`src/rtl/mux_rr_arbiter.sv`:
```
// Purpose : two-requester round-robin arbiter in front of a shared 2:1 mux, with a one-entry output register.
// Latency : an accepted beat appears on o_data the next cycle; arbitration out of IDLE costs one cycle.
// Backpr. : a_ready/b_ready drop while the output register is full and o_ready is low; buffered beat held stable.
//
// Ports:
//   clk, rst_n         clock, asynchronous active-low reset
//   a_valid/a_data/a_ready   requester A (valid/ready)
//   b_valid/b_data/b_ready   requester B (valid/ready)
//   o_valid/o_data/o_ready   registered output towards the consumer
//   s                  mux select / current-or-last grant (0 = A, 1 = B)
module mux_rr_arbiter #(
    parameter int WIDTH     = 8,
    parameter int MAX_BURST = 4
) (
    input  logic             clk,
    input  logic             rst_n,
    input  logic             a_valid,
    input  logic [WIDTH-1:0] a_data,
    output logic             a_ready,
    input  logic             b_valid,
    input  logic [WIDTH-1:0] b_data,
    output logic             b_ready,
    output logic             o_valid,
    output logic [WIDTH-1:0] o_data,
    input  logic             o_ready,
    output logic             s
);

    localparam int CW = $clog2(MAX_BURST + 1);
    localparam logic [CW-1:0] BURST_END = CW'(MAX_BURST);

    typedef enum logic [1:0] {
        IDLE  = 2'd0,
        GNT_A = 2'd1,
        GNT_B = 2'd2
    } state_t;

    state_t        state, state_nxt;
    logic [CW-1:0] cnt, cnt_nxt, cnt_inc;
    logic          last, last_nxt;   // 0 = A served last, 1 = B served last
    logic          s_nxt;
    logic          pipe_ok;
    logic          own_valid, oth_valid, own_acc;
    state_t        other_gnt;

    // Output register can take a new beat when empty or draining this cycle.
    assign pipe_ok = !o_valid || o_ready;

    assign a_ready = (state == GNT_A) && pipe_ok;
    assign b_ready = (state == GNT_B) && pipe_ok;

    // "Own" is the current grant holder, "other" the competing side.
    assign own_valid = (state == GNT_B) ? b_valid : a_valid;
    assign oth_valid = (state == GNT_B) ? a_valid : b_valid;
    assign other_gnt = (state == GNT_B) ? GNT_A : GNT_B;
    assign own_acc   = (state != IDLE) && own_valid && pipe_ok;
    assign cnt_inc   = cnt + CW'(1);

    always_comb begin
        state_nxt = state;
        cnt_nxt   = cnt;
        last_nxt  = last;
        case (state)
            IDLE: begin
                if (a_valid && b_valid) begin
                    // Tie: the side not served last wins.
                    state_nxt = last ? GNT_A : GNT_B;
                end else if (a_valid) begin
                    state_nxt = GNT_A;
                end else if (b_valid) begin
                    state_nxt = GNT_B;
                end
            end
            GNT_A, GNT_B: begin
                if (own_valid) begin
                    if (pipe_ok) begin
                        last_nxt = (state == GNT_B);
                        if (cnt_inc == BURST_END) begin
                            // Burst budget used up: hand over only if the other side waits.
                            cnt_nxt = '0;
                            if (oth_valid) begin
                                state_nxt = other_gnt;
                            end
                        end else begin
                            cnt_nxt = cnt_inc;
                        end
                    end
                end else begin
                    // Owner went quiet: switch directly if the other side waits, no IDLE bubble.
                    cnt_nxt   = '0;
                    state_nxt = oth_valid ? other_gnt : IDLE;
                end
            end
            default: begin
                state_nxt = IDLE;
                cnt_nxt   = '0;
            end
        endcase
    end

    // Select tracks the grant and keeps its last value while idle.
    always_comb begin
        s_nxt = s;
        if (state_nxt == GNT_A) begin
            s_nxt = 1'b0;
        end else if (state_nxt == GNT_B) begin
            s_nxt = 1'b1;
        end
    end

    always_ff @(posedge clk or negedge rst_n) begin
        if (!rst_n) begin
            state <= IDLE;
            cnt   <= '0;
            last  <= 1'b1;
            s     <= 1'b0;
        end else begin
            state <= state_nxt;
            cnt   <= cnt_nxt;
            last  <= last_nxt;
            s     <= s_nxt;
        end
    end

    always_ff @(posedge clk or negedge rst_n) begin
        if (!rst_n) begin
            o_valid <= 1'b0;
            o_data  <= '0;
        end else if (own_acc) begin
            o_valid <= 1'b1;
            o_data  <= (state == GNT_B) ? b_data : a_data;
        end else if (o_ready) begin
            o_valid <= 1'b0;
        end
    end

endmodule

```
`config.mk`:
```
export PLATFORM = sky130hd
export DESIGN_NAME = mux_rr_arbiter
export DESIGN_NICKNAME = d
export VERILOG_FILES = /design/src/rtl/mux_rr_arbiter.sv
export SDC_FILE = /design/constraint.sdc
export NUM_CORES = 1
export LEC_CHECK = 0
export ABC_AREA = 1
export ABC_CLOCK_PERIOD_IN_PS = 2050
export BUFFER_PORTS_ARGS = -buffer_cell sky130_fd_sc_hd__buf_2
export CAP_MARGIN = 20
export CORE_MARGIN = 2
export CORE_UTILIZATION = 40
export CTS_CLUSTER_DIAMETER = 150
export CTS_CLUSTER_SIZE = 12
export DETAILED_ROUTE_END_ITERATION = 6
export PLACE_DENSITY = 0.77
export SYNTH_ARGS = -nofsm -noshare
export SYNTH_HDL_FRONTEND = slang
export SYNTH_SLANG_ARGS = --single-unit
export TNS_END_PERCENT = 10
```
`constraint.sdc`:
```
create_clock -name clk -period 2.05 [get_ports clk]
set_clock_uncertainty 0.1 [all_clocks]
set_input_delay 0.41 -clock clk [delete_from_list [all_inputs] [get_ports clk]]
set_output_delay 0.41 -clock clk [all_outputs]
set_load 0.01 [all_outputs]
```
* Word-level counts from Yosys, hierarchy flattened
Cells that the tools add are included.
** Operators by class
- Reductions and logical operators :: 14
- Mux-type cells :: 22
- Shift-type cells :: 0
- Multipliers :: 0
- Equal/unequal tests :: 6
- Div/mod/pow operators :: 0
- Bitwise logic cells :: 1
- Order comparisons :: 0
- $add $sub $neg :: 1
** Operator list (count)
- two-way mux 2 bit :: 10
- two-way mux 3 bit :: 3
- two-way mux 8 bit :: 1
- two-way mux 1 bit :: 6
- one-hot mux 3 bit (2 select lines) :: 1
- nonzero test 2 bit :: 3
- logical AND 1 bit :: 5
- == test 2 x 1 -> 1 bit (second input constant) :: 2
- == test 2 bit (second input constant) :: 2
- one-hot mux 2 bit (2 select lines) :: 1
- adder 3 x 1 -> 3 bit (second input constant) :: 1
- == test 3 bit (second input constant) :: 1
- inequality test 3 bit (second input constant) :: 1
- AND reduction 3 bit :: 1
- zero test 2 bit :: 1
- AND reduction 2 bit :: 1
- OR reduction 2 bit :: 1
- zero test 1 bit :: 1
- logical OR 1 bit :: 1
- NOT 1 bit :: 1
** Storage, ports and cells
- RAM bits :: 0
- Input port bits :: 21
- Bits in read-only memories :: 0
- Memories :: 0
- Logic and storage cells :: 50
- Output and inout port bits :: 12
- Flip-flop bits (word level) :: 16
- Latch bits :: 0

* Longest topological paths before layout
Gate-level depths: netlist of run 1.
- Depth after elaboration :: 10
- Gate-level depth with buffers :: 14
- Gate-level depth less buffers :: 14

* Least setup slack after synthesis of run 1
OpenSTA, ideal clock, no wires.
- Path type :: register -> register
- From :: register state[0]
- To :: register s
- Library setup time :: 0.126 ns
- Cell stages (with the launch flop) :: 14
- Arrival :: 1.770 ns
- Data required time :: 1.824 ns
- Path buffers :: 1
- Path slack :: 0.054 ns
- Period minus slack after synthesis :: 1.996 ns
- Cells stage by stage :: dfrtp_1 -> inv_1 -> ha_1 -> buf_6 -> nand2_1 -> o21ai_2 -> nand2_1 -> nand2_1 -> nor2_1 -> nand2_1 -> a21oi_1 -> ha_1 -> nand2_1 -> o21ai_0
** On the way
- Cells in the longest elaborated chain, start to end :: 9
- Elaborated cells on any way between the ends :: 20
- Those cells by class :: eq/ne: 4; mux: 13; reduce/logical: 3
** Ends and longest elaborated chain
- start, declared :: RTL line 38 : state_t state, state_nxt;
- start signal, assigned :: RTL line 118 : state <= state_nxt;
- == test 2 bit (*) :: RTL line 55 : assign other_gnt = (state == GNT_B) ? GNT_A : GNT_B;
- two-way mux 2 bit (*) :: RTL line 55
- named net other_gnt[0] :: RTL line 44 : state_t other_gnt;
- two-way mux 2 bit :: RTL line 81 : if (oth_valid) begin
- two-way mux 2 bit :: RTL line 78 : if (cnt_inc == BURST_END) begin
- two-way mux 2 bit :: RTL line 76 : if (pipe_ok) begin
- two-way mux 2 bit (*) :: RTL line 75 : if (own_valid) begin
- one-hot mux 2 bit (2 select lines) (*) :: RTL line 63 : case (state)
- named net state_nxt[0] :: RTL line 38
- == test 2 x 1 -> 1 bit / == test 2 bit (equally long branches) :: RTL line 104, 106
- two-way mux 1 bit / nonzero test 2 bit (equally long branches)
- end signal, assigned :: RTL line 121 : s <= s_nxt;
- end, declared :: RTL line 26 : output logic s
The timed path passes the listed nets; every way through them passes the cells marked *.
A chain may end at the register's enable or synchronous reset.

* Final worst setup path of run 1
- From :: register state[0]
- To :: output b_ready
** On the way
- Cells in the longest elaborated chain, start to end :: 2
** Ends and longest elaborated chain
- == test 2 bit :: RTL line 50 : assign b_ready = (state == GNT_B) && pipe_ok;
- logical AND 1 bit :: RTL line 50
- end, declared :: RTL line 22 : output logic b_ready,
Every way passes these cells.

==> impl_metrics.prom, run 1 <==
# TYPE chip_impl_metric gauge
chip_impl_metric{name="finalNonFillerCells",unit=""} 211
chip_impl_metric{name="critPathBufInv",unit=""} 4
chip_impl_metric{name="met2_length",unit="mm"} 1.20
chip_impl_metric{name="power-per-cell-area",unit="mW/mm²"} 1450
chip_impl_metric{name="holdWs",unit="ns"} 0.326
chip_impl_info{name="critPathLaunch",value="state[0]"} 1
chip_impl_info{name="post-synth-top-count-cell",value="nand2_1"} 1
chip_impl_metric{name="die_area",unit="mm²"} 0.00313
chip_impl_info{name="root_buffer_master",value="clkbuf_4"} 1
chip_impl_metric{name="drive_gt1_share",unit="%"} 33.7
chip_impl_metric{name="fmaxAchievable",unit="MHz"} 513
chip_impl_metric{name="critical_path.max_stage_delay",unit="ns"} 0.40
chip_impl_metric{name="placedCellCount",unit=""} 204
chip_impl_metric{name="die_width",unit="µm"} 56.0
chip_impl_metric{name="cts_sinks",unit=""} 16
chip_impl_metric{name="drtPass1Iterations",unit=""} 4
chip_impl_info{name="cell_chain_critical_path",value="inv_2, ha_4, inv_1, buf_4, nor2_1, buf_2"} 1
chip_impl_metric{name="static_leakage",unit="nW"} 0.697
chip_impl_metric{name="report.final.slew_viol_count",unit=""} 0
chip_impl_info{name="outcome",value="complete, no violations"} 1
chip_impl_metric{name="cts_buffer_depth",unit=""} 2
chip_impl_metric{name="clock_insertion_delay_worst_skew",unit="ns"} 0.28
chip_impl_metric{name="postPlaceCellArea",unit="mm²"} 0.00128
chip_impl_metric{name="number_of_port_buffers",unit=""} 32
chip_impl_metric{name="final-hold-violation-count",unit=""} 0
chip_impl_metric{name="grt_first_pass_wirelength",unit="mm"} 3.99
chip_impl_metric{name="yosys_top_cell_area_share",unit="%"} 34.8
chip_impl_metric{name="tightest_slew",unit="ns"} 0.368
chip_impl_metric{name="multi_input_gate_area_in_the_final_layout",unit="µm²"} 623
chip_impl_metric{name="area_growth",unit="%"} 27.1
chip_impl_metric{name="antenna_found_initial",unit=""} 0
chip_impl_metric{name="worst_ep_arrival_time",unit="ns"} 1.44
chip_impl_metric{name="detail-route-antenna-nets",unit=""} 0
chip_impl_metric{name="hpwlAfterDp",unit="mm"} 1.84
chip_impl_metric{name="timing.final.crit_period",unit="ns"} 1.95
chip_impl_metric{name="setup_viols_final",unit=""} 0
chip_impl_metric{name="detail_route.wirelength",unit="mm"} 2.47
chip_impl_metric{name="power.switching_fraction",unit="%"} 46.7
chip_impl_info{name="synth_common_cells",value="nand2_1 (32), nor2_1 (28), dfrtp_1 (15)"} 1
chip_impl_metric{name="finish.instance_area",unit="mm²"} 0.00137
chip_impl_metric{name="cts.htree.levels",unit=""} 1
chip_impl_metric{name="mappedNetlistArea",unit="mm²"} 0.00108
chip_impl_metric{name="syn-mean-instance-area",unit="µm²"} 7.66
chip_impl_metric{name="yosysUniqueCellTypes",unit=""} 20
chip_impl_metric{name="ys_seq_area_share",unit="%"} 37.2
chip_impl_metric{name="comb_power_share",unit="%"} 63.5
chip_impl_metric{name="period_utilisation_layout",unit="%"} 95.0
chip_impl_metric{name="pwr-share-seq",unit="%"} 27.9
chip_impl_metric{name="synth-edff-count",unit=""} 0
chip_impl_metric{name="core_area",unit="mm²"} 0.00252
chip_impl_metric{name="register_bit_total_from_synthesis",unit=""} 16
chip_impl_metric{name="detail_route.iter0.violations",unit=""} 28
chip_impl_info{name="synth-main-ff-cell",value="dfrtp_1"} 1
chip_impl_metric{name="drv.max_cap_violation_count",unit=""} 0
chip_impl_info{name="synthTopCellsByArea",value="dfrtp_1 (35%), nand2_1 (11%), nor2_1 (9.7%)"} 1
chip_impl_metric{name="fillers",unit=""} 225
chip_impl_metric{name="grt_pass1_vias",unit=""} 996
chip_impl_metric{name="num_vias",unit=""} 1061
chip_impl_metric{name="yosysWarnings",unit=""} 0
chip_impl_metric{name="power.switching",unit="mW"} 0.930
chip_impl_metric{name="p_int",unit="mW"} 1.06
chip_impl_metric{name="postSynthNetCount",unit=""} 170
chip_impl_info{name="hp-class",value="input port to flip-flop"} 1
chip_impl_info{name="hold_path_startpoint",value="a_data[5]"} 1
chip_impl_metric{name="start_util",unit="%"} 42.8
chip_impl_metric{name="final-seq-area",unit="µm²"} 403
chip_impl_metric{name="met3RoutedLength",unit="µm"} 168
chip_impl_metric{name="io-pin-count",unit=""} 33
chip_impl_metric{name="ir_worst_vdd",unit="mV"} 0.942
chip_impl_info{name="cts_tree",value="done"} 1
chip_impl_metric{name="post-route-drc-count",unit=""} 0
chip_impl_metric{name="gr-total-overflow",unit=""} 0
chip_impl_metric{name="antenna-diode-count",unit=""} 0
chip_impl_metric{name="nets_finish",unit=""} 211
chip_impl_metric{name="met1Wirelength",unit="mm"} 1.08
chip_impl_info{name="worstSetupPathType",value="flip-flop to output pin"} 1
chip_impl_info{name="worstReg2RegStart",value="state[0]"} 1
chip_impl_metric{name="clkSlewWorstSetupHoldPaths",unit="ns"} 0.10
chip_impl_metric{name="globalplace.congestion",unit=""} 0.855
chip_impl_info{name="post-synth-top-area-cell",value="dfrtp_1"} 1
chip_impl_metric{name="required",unit="ns"} 1.54
chip_impl_info{name="maxUsedRoutingLayer",value="met4"} 1
chip_impl_metric{name="synthArstFlopShare",unit="%"} 100
chip_impl_metric{name="worst_slew_margin_rel",unit="%"} 75.5
chip_impl_metric{name="cts-buffers-inserted",unit=""} 3
chip_impl_metric{name="wl_per_cell",unit="µm"} 11.7
chip_impl_info{name="crit_path_top_delay_cell",value="dfrtp_1"} 1
chip_impl_metric{name="gr-usage-all-layers",unit="%"} 15.4
chip_impl_info{name="worst_setup_path_end_kind",value="output pin"} 1
chip_impl_info{name="critPathTopFamily",value="buffers and inverters"} 1
chip_impl_metric{name="grt_start_max_net_pins",unit=""} 19
chip_impl_metric{name="clock_power_share",unit="%"} 8.6
chip_impl_metric{name="num_rows",unit=""} 18
chip_impl_metric{name="die_h",unit="µm"} 56.0
chip_impl_metric{name="r2r_slack",unit="ns"} 0.13
chip_impl_metric{name="viasPerCell",unit=""} 5.03
chip_impl_metric{name="worstPathMaxFanout",unit=""} 10
chip_impl_metric{name="synthesis.instances",unit=""} 141
chip_impl_info{name="cp-start-kind",value="flip-flop"} 1
[path summary, 6_finish.rpt]
kind | cells past startpoint | to
max | 6 | b_ready
min | 3 | o_data[5]
max reg2reg | 13 | s
min reg2reg | 2 | s
max in group asynchronous | 2 | last
min in group asynchronous | 2 | o_data[0]
[power by group through the flow]
stage	clock [mW]	combinational [mW]	sequential, mW
4_1_cts	0.177	1.19	0.547
3_5_place_dp	0	1.19	0.552
2_1_floorplan	0	0.804	0.601
5_1_grt	0.195	1.42	0.573
6_report	0.172	1.26	0.556
3_3_place_gp	0	1.15	0.547
[worst min-delay path: stages]
cell and delay, ns:
buf_2 0.09, nor2_1 0.09, o41ai_1 0.08
[logic make-up after synthesis]
logic type                 synth area share [%]
buffers and inverters                      8.46
and+or+nand+nor                            25.6
adders and majority gates                  9.27
DFF                                        37.2
AOI/OAI and AO/OA                          19.5
[through the flow]
step / util (%) / total power, mW / setup slack (ns) / setup TNS (ns)
5_1_grt: 54.4 / 2.19 / -0.0326 / -0.0326
4_1_cts: 52.4 / 1.92 / 0.0328 / 0
3_5_place_dp: 50.9 / 1.74 / -0.0254 / -0.0254
3_3_place_gp: 50.9 / 1.69 / 0.0785 / 0
6_report: 54.4 / 1.99 / 0.102 / 0
2_1_floorplan: - / 1.41 / 0.0541 / 0
[final cells by class]
class,count,share of cell area (%)
Clock buffer,4,1.91
Inverter,14,3.83
Multi-Input combinational cell,106,45.4
Sequential cell,16,29.4
Tap cell,30,2.73
Timing Repair Buffer,41,16.8
[state kept, by name, indices dropped and copies added (netlist names)]
name and count:
o_data 8, cnt 3, state 2, last 1, o_valid 1, s 1
[per-layer routing]
metal	global-route usage, %	up-vias
met4	4.08	0
met3	2.79	4
met1	18.4	473
li1	-	544
met5	0	-
met2	28.2	40
[placed cells by master (no fill, tap or decap)]
master,synthesis,routed
nand2_1,32,30
nand2_4,1,1
o21ai_1,1,1
o41ai_2,2,2
inv_2,1,2
nor2_2,0,2
dfrtp_2,0,1
dfstp_2,1,1
o21ai_0,14,14
nand3_1,5,5
nand3b_1,2,2
nor2_1,28,26
buf_4,1,8
buf_2,1,32
ha_4,0,1
clkbuf_4,0,3
dfrtp_1,15,14
o21ai_2,4,3
o41ai_1,6,6
inv_1,13,12
a21oi_2,0,1
ha_1,8,6
dlygate4sd3_1,0,1
nand2_2,0,2
a21oi_1,3,2
clkbuf_1,1,1
o21ai_4,0,1
ha_2,0,1
[timing repair]
item,CTS,global route
hold endpoints to repair,15,0
pin swaps,0,2
gates cloned,0,0
hold buffers,1,0
setup endpoints to repair,2,2
resized for setup,1,10
setup buffers,0,2
(Power assumes the default switching activity.)
==> run 2: changes to the inputs <==
--- a/config.mk
+++ b/config.mk
@@ -9,7 +9,6 @@
 export ABC_CLOCK_PERIOD_IN_PS = 2050
 export BUFFER_PORTS_ARGS = -buffer_cell sky130_fd_sc_hd__buf_2
 export CAP_MARGIN = 20
-export CORE_MARGIN = 2
 export CORE_UTILIZATION = 40
 export CTS_CLUSTER_DIAMETER = 150
 export CTS_CLUSTER_SIZE = 12
==> run 2 against run 1 <==
Non-clock buffer count decreased by 1. Largest cell class unchanged. Final area decreased by 0.55%. Global-route usage increased by 1.6 points. Critical endpoint is now s. Largest power group unchanged.
==> impl_metrics.prom, run 2 (synthesis results as in run 1) <==
# TYPE chip_impl_metric gauge
chip_impl_info{name="outcome",value="complete, no violations"} 1
chip_impl_info{name="worst_setup_path_end_kind",value="flip-flop"} 1
chip_impl_info{name="layout_top_registers",value="o_data (8), cnt (3), state (2)"} 1
chip_impl_info{name="hold_path_end",value="o_data[3]"} 1
chip_impl_metric{name="detail_route.wirelength",unit="mm"} 2.51
chip_impl_metric{name="tightest_slew",unit="ns"} 0.373
chip_impl_metric{name="grt_pass1_vias",unit=""} 894
chip_impl_metric{name="power",unit="mW"} 2.02
chip_impl_metric{name="period_utilisation_layout",unit="%"} 95.3
chip_impl_metric{name="setup_viols_final",unit=""} 0
chip_impl_metric{name="post-route-worst-setup-slack",unit="ns"} 0.0958
chip_impl_metric{name="io-pin-count",unit=""} 33
chip_impl_metric{name="die_area",unit="mm²"} 0.00291
chip_impl_metric{name="power.switching",unit="mW"} 0.936
chip_impl_info{name="final_common_cell",value="buf_2"} 1
chip_impl_metric{name="placement.setup.worst_slack",unit="ns"} 0.0436
chip_impl_metric{name="power-per-cell-area",unit="mW/mm²"} 1480
chip_impl_metric{name="timing.final.crit_period",unit="ns"} 1.95
chip_impl_metric{name="clock_power_share",unit="%"} 10.4
chip_impl_metric{name="worst_slew_margin_rel",unit="%"} 75.1
chip_impl_metric{name="required",unit="ns"} 2.13
chip_impl_metric{name="power.switching_fraction",unit="%"} 46.4
chip_impl_metric{name="drive_gt1_share",unit="%"} 31.7
chip_impl_metric{name="die_width",unit="µm"} 54.0
chip_impl_metric{name="cts_buffer_depth",unit=""} 2
chip_impl_metric{name="timing.hold.worst_path_depth",unit=""} 3
chip_impl_metric{name="ir_worst_vdd",unit="mV"} 0.937
chip_impl_metric{name="timing.reg2reg.worst_path_depth",unit=""} 12
chip_impl_metric{name="detail_route.iter0.violations",unit=""} 25
chip_impl_info{name="root_buffer_master",value="clkbuf_4"} 1
chip_impl_metric{name="hpwlAfterDp",unit="mm"} 1.80
chip_impl_metric{name="fmaxAchievable",unit="MHz"} 512
chip_impl_metric{name="pwr-share-seq",unit="%"} 27.6
chip_impl_metric{name="p_int",unit="mW"} 1.08
chip_impl_info{name="cp-start-kind",value="flip-flop"} 1
chip_impl_metric{name="clock_insertion_delay_worst_skew",unit="ns"} 0.29
chip_impl_info{name="hp-class",value="input port to flip-flop"} 1
chip_impl_metric{name="post-route-drc-count",unit=""} 0
chip_impl_info{name="cts_tree",value="done"} 1
chip_impl_metric{name="die_h",unit="µm"} 54.0
chip_impl_metric{name="cts.htree.levels",unit=""} 1
chip_impl_metric{name="number_of_port_buffers",unit=""} 32
chip_impl_metric{name="grt_start_max_net_pins",unit=""} 19
chip_impl_metric{name="grt_first_pass_wirelength",unit="mm"} 3.55
chip_impl_metric{name="cts_sinks",unit=""} 16
chip_impl_metric{name="worstPathMaxFanout",unit=""} 6
chip_impl_metric{name="final-hold-violation-count",unit=""} 0
chip_impl_info{name="hold_path_startpoint",value="a_data[3]"} 1
chip_impl_info{name="worstReg2RegStart",value="state[0]"} 1
chip_impl_metric{name="drv.max_cap_violation_count",unit=""} 0
chip_impl_metric{name="start_util",unit="%"} 42.8
chip_impl_metric{name="cts-buffers-inserted",unit=""} 3
chip_impl_metric{name="gr-usage-all-layers",unit="%"} 17.0
chip_impl_info{name="worstSetupPathType",value="flip-flop to flip-flop"} 1
chip_impl_metric{name="drtPass1Iterations",unit=""} 4
chip_impl_metric{name="number_of_flip_flops_in_the_largest_register",unit=""} 8
chip_impl_metric{name="report.final.slew_viol_count",unit=""} 0
chip_impl_metric{name="clkSlewWorstSetupHoldPaths",unit="ns"} 0.10
chip_impl_metric{name="core_area",unit="mm²"} 0.00252
chip_impl_metric{name="detail-route-antenna-nets",unit=""} 0
chip_impl_metric{name="comb_power_share",unit="%"} 62.0
chip_impl_metric{name="globalplace.congestion",unit=""} 0.866
chip_impl_metric{name="antenna-diode-count",unit=""} 0
chip_impl_metric{name="timing.setup.tns",unit="ns"} 0
chip_impl_metric{name="num_rows",unit=""} 18
chip_impl_metric{name="nets_finish",unit=""} 210
chip_impl_metric{name="worst_ep_arrival_time",unit="ns"} 2.04
chip_impl_metric{name="num_vias",unit=""} 1085
chip_impl_metric{name="gr-total-overflow",unit=""} 0
chip_impl_metric{name="antenna_found_initial",unit=""} 0
chip_impl_metric{name="static_leakage",unit="nW"} 0.702
chip_impl_metric{name="r2r_slack",unit="ns"} 0.1
chip_impl_metric{name="wl_per_cell",unit="µm"} 11.9
chip_impl_metric{name="area_growth",unit="%"} 26.4
chip_impl_info{name="worst_r2r_endpoint",value="s"} 1
chip_impl_info{name="register_bank_with_the_most_flops",value="o_data"} 1
chip_impl_info{name="layout.cells.most_common_list",value="buf_2 (32), nand2_1 (31), nor2_1 (28)"} 1
chip_impl_metric{name="viasPerCell",unit=""} 5.17
-- run 2: cell count changes in the layout (fill, tap and decap cells not counted), sizes merged --
| cell | change |
|---|---|
| buf | -1 |
-- run 2: repair_timing --
item | in CTS | in global routing
setup endpoints to repair | 1 | 2
hold endpoints to repair | 15 | 0
hold buffers | 1 | 0
pin swaps | 0 | 1
gates resized for setup | 1 | 6
buffers inserted | 0 | 1
-- run 2: layout make-up --
cell class / count / area (µm²)
multi-input combinational: 106 / 613
clock buffer: 4 / 36.3
timing repair buffer: 40 / 223
fill: 229 / 1160
sequential: 16 / 403
inverter: 14 / 52.6
tap: 30 / 37.5
-- run 2: worst max-delay path: stages, from the launching register on --
cell	delay, ns
dfrtp_1	0.40
inv_2	0.10
ha_4	0.19
nand2_1	0.10
o21ai_4	0.09
nand2_2	0.10
nor2_1	0.12
nor2_1	0.05
nand2_1	0.08
a21oi_2	0.07
ha_1	0.31
nand2_1	0.06
o21ai_0	0.07
-- run 2: worst max path at each step --
| stage | cells after the start | from | to | slack (ns) |
|---|---|---|---|---|
| finish | 12 | state[0] | s | 0.1 |
| global route | 12 | state[0] | s | -0.04 |
| CTS | 6 | state[0] | b_ready | 0.02 |
| detailed placement | 12 | state[0] | s | 0.04 |
| global placement | 12 | state[0] | s | 0.08 |
| floorplan | 13 | state[0] | s | 0.05 |
-- run 2: power groups by stage --
stage / logic (mW) / clock network (mW) / registers (mW)
2_1_floorplan: 0.804 / 0 / 0.601
3_3_place_gp: 1.14 / 0 / 0.545
3_5_place_dp: 1.18 / 0 / 0.554
4_1_cts: 1.20 / 0.221 / 0.549
5_1_grt: 1.40 / 0.229 / 0.571
6_report: 1.25 / 0.211 / 0.557
-- run 2: per-stage QoR --
step | hold slack, ns | std cells | cell area [µm²] | util [%]
final | 0.309 | 210 | 1370 | 54.1
after global routing | 0.308 | 210 | 1370 | 54.1
after CTS | 0.301 | 209 | 1330 | 52.8
after detailed placement | 0.252 | 204 | 1280 | 50.9
after global placement | 0.238 | 204 | 1280 | 50.9
after floorplan | 0.0144 | 141 | 1080 | -
-- run 2: metal layers --
layer	vias up	GRT usage [%]	share of wire, %
li1	546	-	-
met1	481	17.7	42
met2	53	34.0	50
met3	5	1.98	6.2
met4	0	6.14	1.6
met5	-	0	0
==> run 3: changes to the inputs <==
--- a/config.mk
+++ b/config.mk
@@ -9,6 +9,7 @@
 export ABC_CLOCK_PERIOD_IN_PS = 2050
 export BUFFER_PORTS_ARGS = -buffer_cell sky130_fd_sc_hd__buf_2
 export CAP_MARGIN = 20
+export CORE_ASPECT_RATIO = 1.2
 export CORE_UTILIZATION = 40
 export CTS_CLUSTER_DIAMETER = 150
 export CTS_CLUSTER_SIZE = 12
==> run 3 against run 2 <==
Clock-buffer cell count is the same. Sequential cell count unchanged. Utilization is 1.4 points higher. Global-route usage up 2.4 points. Setup slack got worse by 0.030 ns. Largest power group unchanged. Combinational power rose by 9%. Critical path type unchanged. Via count rose by 3.9%.
==> impl_metrics.prom, run 3 (synthesis results as in run 1) <==
# TYPE chip_impl_metric gauge
chip_impl_metric{name="detail-route-antenna-nets",unit=""} 0
chip_impl_info{name="hold_path_end",value="o_data[0]"} 1
chip_impl_metric{name="setup_viols_final",unit=""} 0
chip_impl_metric{name="gr-total-overflow",unit=""} 0
chip_impl_metric{name="comb_power_share",unit="%"} 63.8
chip_impl_metric{name="number_of_port_buffers",unit=""} 32
chip_impl_metric{name="die_width",unit="µm"} 49.4
chip_impl_metric{name="power.switching_fraction",unit="%"} 45.9
chip_impl_metric{name="cts_buffer_depth",unit=""} 2
chip_impl_metric{name="clock_insertion_delay_worst_skew",unit="ns"} 0.29
chip_impl_metric{name="timing.final.crit_period",unit="ns"} 1.98
chip_impl_metric{name="clock_power_share",unit="%"} 9.9
chip_impl_metric{name="cts-buffers-inserted",unit=""} 3
chip_impl_info{name="root_buffer_master",value="clkbuf_4"} 1
chip_impl_metric{name="viasPerCell",unit=""} 5.22
chip_impl_metric{name="required",unit="ns"} 2.13
chip_impl_metric{name="grt_pass1_vias",unit=""} 1054
chip_impl_metric{name="cts.htree.levels",unit=""} 1
chip_impl_metric{name="die_h",unit="µm"} 58.9
chip_impl_metric{name="worst_ep_arrival_time",unit="ns"} 2.07
chip_impl_metric{name="antenna_found_initial",unit=""} 0
chip_impl_metric{name="wl_per_cell",unit="µm"} 12.8
chip_impl_metric{name="critPathBufInv",unit=""} 0
chip_impl_info{name="worst_r2r_endpoint",value="s"} 1
chip_impl_metric{name="globalplace.congestion",unit=""} 0.885
chip_impl_info{name="cp-start-kind",value="flip-flop"} 1
chip_impl_info{name="register_bank_with_the_most_flops",value="o_data"} 1
chip_impl_metric{name="power-per-cell-area",unit="mW/mm²"} 1510
chip_impl_metric{name="timing.hold.worst_path_depth",unit=""} 3
chip_impl_metric{name="fillers",unit=""} 226
chip_impl_metric{name="ir_worst_vdd",unit="mV"} 0.824
chip_impl_metric{name="hpwlAfterDp",unit="mm"} 1.91
chip_impl_info{name="critPathMostFrequentCell",value="nand2_1"} 1
chip_impl_info{name="hold_path_startpoint",value="a_data[0]"} 1
chip_impl_info{name="cell_chain_critical_path",value="ha_4, o21ai_2, nand2_4, nor2_1, nand2_1, nand2_1, a21oi_2, ha_1, nand2_1, o21ai_0"} 1
chip_impl_metric{name="antenna-diode-count",unit=""} 0
chip_impl_metric{name="drv.max_cap_violation_count",unit=""} 0
chip_impl_metric{name="timing.reg2reg.worst_path_depth",unit=""} 10
chip_impl_metric{name="worstPathMaxFanout",unit=""} 6
chip_impl_info{name="outcome",value="complete, no violations"} 1
chip_impl_metric{name="grt_first_pass_wirelength",unit="mm"} 4.23
chip_impl_metric{name="critical_path.max_stage_delay",unit="ns"} 0.46
chip_impl_metric{name="static_leakage",unit="nW"} 0.714
chip_impl_info{name="worst_setup_path_end_kind",value="flip-flop"} 1
chip_impl_metric{name="nets_finish",unit=""} 213
chip_impl_metric{name="final-hold-violation-count",unit=""} 0
chip_impl_metric{name="pwr-share-seq",unit="%"} 26.3
chip_impl_info{name="worstReg2RegStart",value="state[1]"} 1
chip_impl_metric{name="tightest_slew",unit="ns"} 0.380
chip_impl_metric{name="start_util",unit="%"} 42.3
chip_impl_metric{name="num_vias",unit=""} 1127
chip_impl_metric{name="core_area",unit="mm²"} 0.00255
chip_impl_metric{name="number_of_flip_flops_in_the_largest_register",unit=""} 8
chip_impl_metric{name="cts_sinks",unit=""} 16
chip_impl_metric{name="io-pin-count",unit=""} 33
chip_impl_metric{name="num_rows",unit=""} 20
chip_impl_metric{name="area_growth",unit="%"} 31.3
chip_impl_info{name="layout.cells.most_common_list",value="buf_2 (32), nand2_1 (31), nor2_1 (27)"} 1
chip_impl_metric{name="detail_route.wirelength",unit="mm"} 2.76
chip_impl_metric{name="holdWs",unit="ns"} 0.305
chip_impl_metric{name="gr-usage-all-layers",unit="%"} 19.4
chip_impl_info{name="cts_tree",value="done"} 1
chip_impl_metric{name="report.final.slew_viol_count",unit=""} 0
chip_impl_metric{name="multi_input_gate_area_in_the_final_layout",unit="µm²"} 636
chip_impl_metric{name="period_utilisation_layout",unit="%"} 96.8
chip_impl_metric{name="p_int",unit="mW"} 1.16
chip_impl_info{name="critPathTopFamily",value="adder cells"} 1
chip_impl_metric{name="postPlaceCellArea",unit="mm²"} 0.00129
chip_impl_info{name="layout_top_registers",value="o_data (8), cnt (3), state (2)"} 1
chip_impl_metric{name="grt_start_max_net_pins",unit=""} 18
chip_impl_metric{name="power.switching",unit="mW"} 0.980
chip_impl_metric{name="final-seq-area",unit="µm²"} 403
chip_impl_info{name="final_common_cell",value="buf_2"} 1
chip_impl_metric{name="r2r_slack",unit="ns"} 0.07
chip_impl_metric{name="timing.setup.tns",unit="ns"} 0
chip_impl_info{name="crit_path_top_delay_cell",value="dfrtp_2"} 1
chip_impl_metric{name="fmaxAchievable",unit="MHz"} 504
chip_impl_metric{name="drtPass1Iterations",unit=""} 4
chip_impl_info{name="worstSetupPathType",value="flip-flop to flip-flop"} 1
chip_impl_metric{name="detail_route.iter0.violations",unit=""} 26
chip_impl_metric{name="die_area",unit="mm²"} 0.00291
chip_impl_metric{name="finish.instance_area",unit="mm²"} 0.00142
chip_impl_metric{name="clkSlewWorstSetupHoldPaths",unit="ns"} 0.09
chip_impl_info{name="hp-class",value="input port to flip-flop"} 1
chip_impl_metric{name="post-route-drc-count",unit=""} 0
chip_impl_metric{name="worst_slew_margin_rel",unit="%"} 74.6
chip_impl_metric{name="drive_gt1_share",unit="%"} 35.0
run 3: cell types whose count changed in the layout (fill, tap and decap cells not counted), sizes merged:
cell  change
buf       +3
run 3: timing repair:
item,in CTS,in global routing
buffers inserted,0,4
endpoints found under the setup margin,2,2
cloned,0,0
pin swaps,0,2
hold buffers,1,0
resized for setup,1,12
hold endpoints to repair,15,0
run 3: power groups by stage:
stage	Clock [mW]	Sequential, mW	Combinational [mW]
floorplan	0	0.601	0.804
global route	0.233	0.579	1.54
detailed placement	0	0.549	1.21
finish	0.211	0.562	1.36
global placement	0	0.540	1.16
CTS	0.219	0.544	1.22
run 3: worst max path at each step:
stage | startpoint | to | slack [ns] | cells past startpoint
after floorplan | state[0] | s | 0.05 | 13
after global placement | state[0] | s | 0.09 | 12
after detailed placement | state[0] | s | -0.01 | 12
after CTS | state[0] | b_ready | 0.0008 | 6
after global routing | state[1] | s | -0.06 | 10
final | state[1] | s | 0.07 | 10
run 3: final cells by class:
type | instances | share of cell area (%)
timing repair buffer | 43 | 17.6
inverter | 14 | 3.71
multi-input combinational | 106 | 44.8
tap | 33 | 2.91
sequential | 16 | 28.4
clock buffer | 4 | 2.56
run 3: worst register-to-register path, delay by kind of cell, from the launching register on:
| kind | cells | cell delay (ns) |
|---|---|---|
| AO/OA/AOI/OAI | 3 | 0.35 |
| AND/OR/NAND/NOR | 5 | 0.47 |
| adder cells (fa/ha/maj) | 2 | 0.51 |
| flip-flops | 1 | 0.46 |
run 3: per-layer routing:
metal / vias up / global-route usage, % / wire, µm
met5: - / 0 / 0
met3: 7 / 2.58 / 152
met2: 48 / 36.2 / 1420
li1: 549 / - / -
met1: 523 / 20.7 / 1130
met4: 0 / 11.8 / 64
run 3: metrics by stage:
| stage | setup slack (ns) | util [%] | std cells | total power [mW] |
|---|---|---|---|---|
| after floorplan | 0.0541 | - | 141 | 1.41 |
| after global placement | 0.0862 | 50.4 | 207 | 1.70 |
| after detailed placement | -0.0119 | 50.4 | 207 | 1.76 |
| after CTS | 0.000776 | 52.4 | 212 | 1.98 |
| after global routing | -0.0638 | 55.5 | 216 | 2.35 |
| final | 0.0657 | 55.5 | 216 | 2.14 |
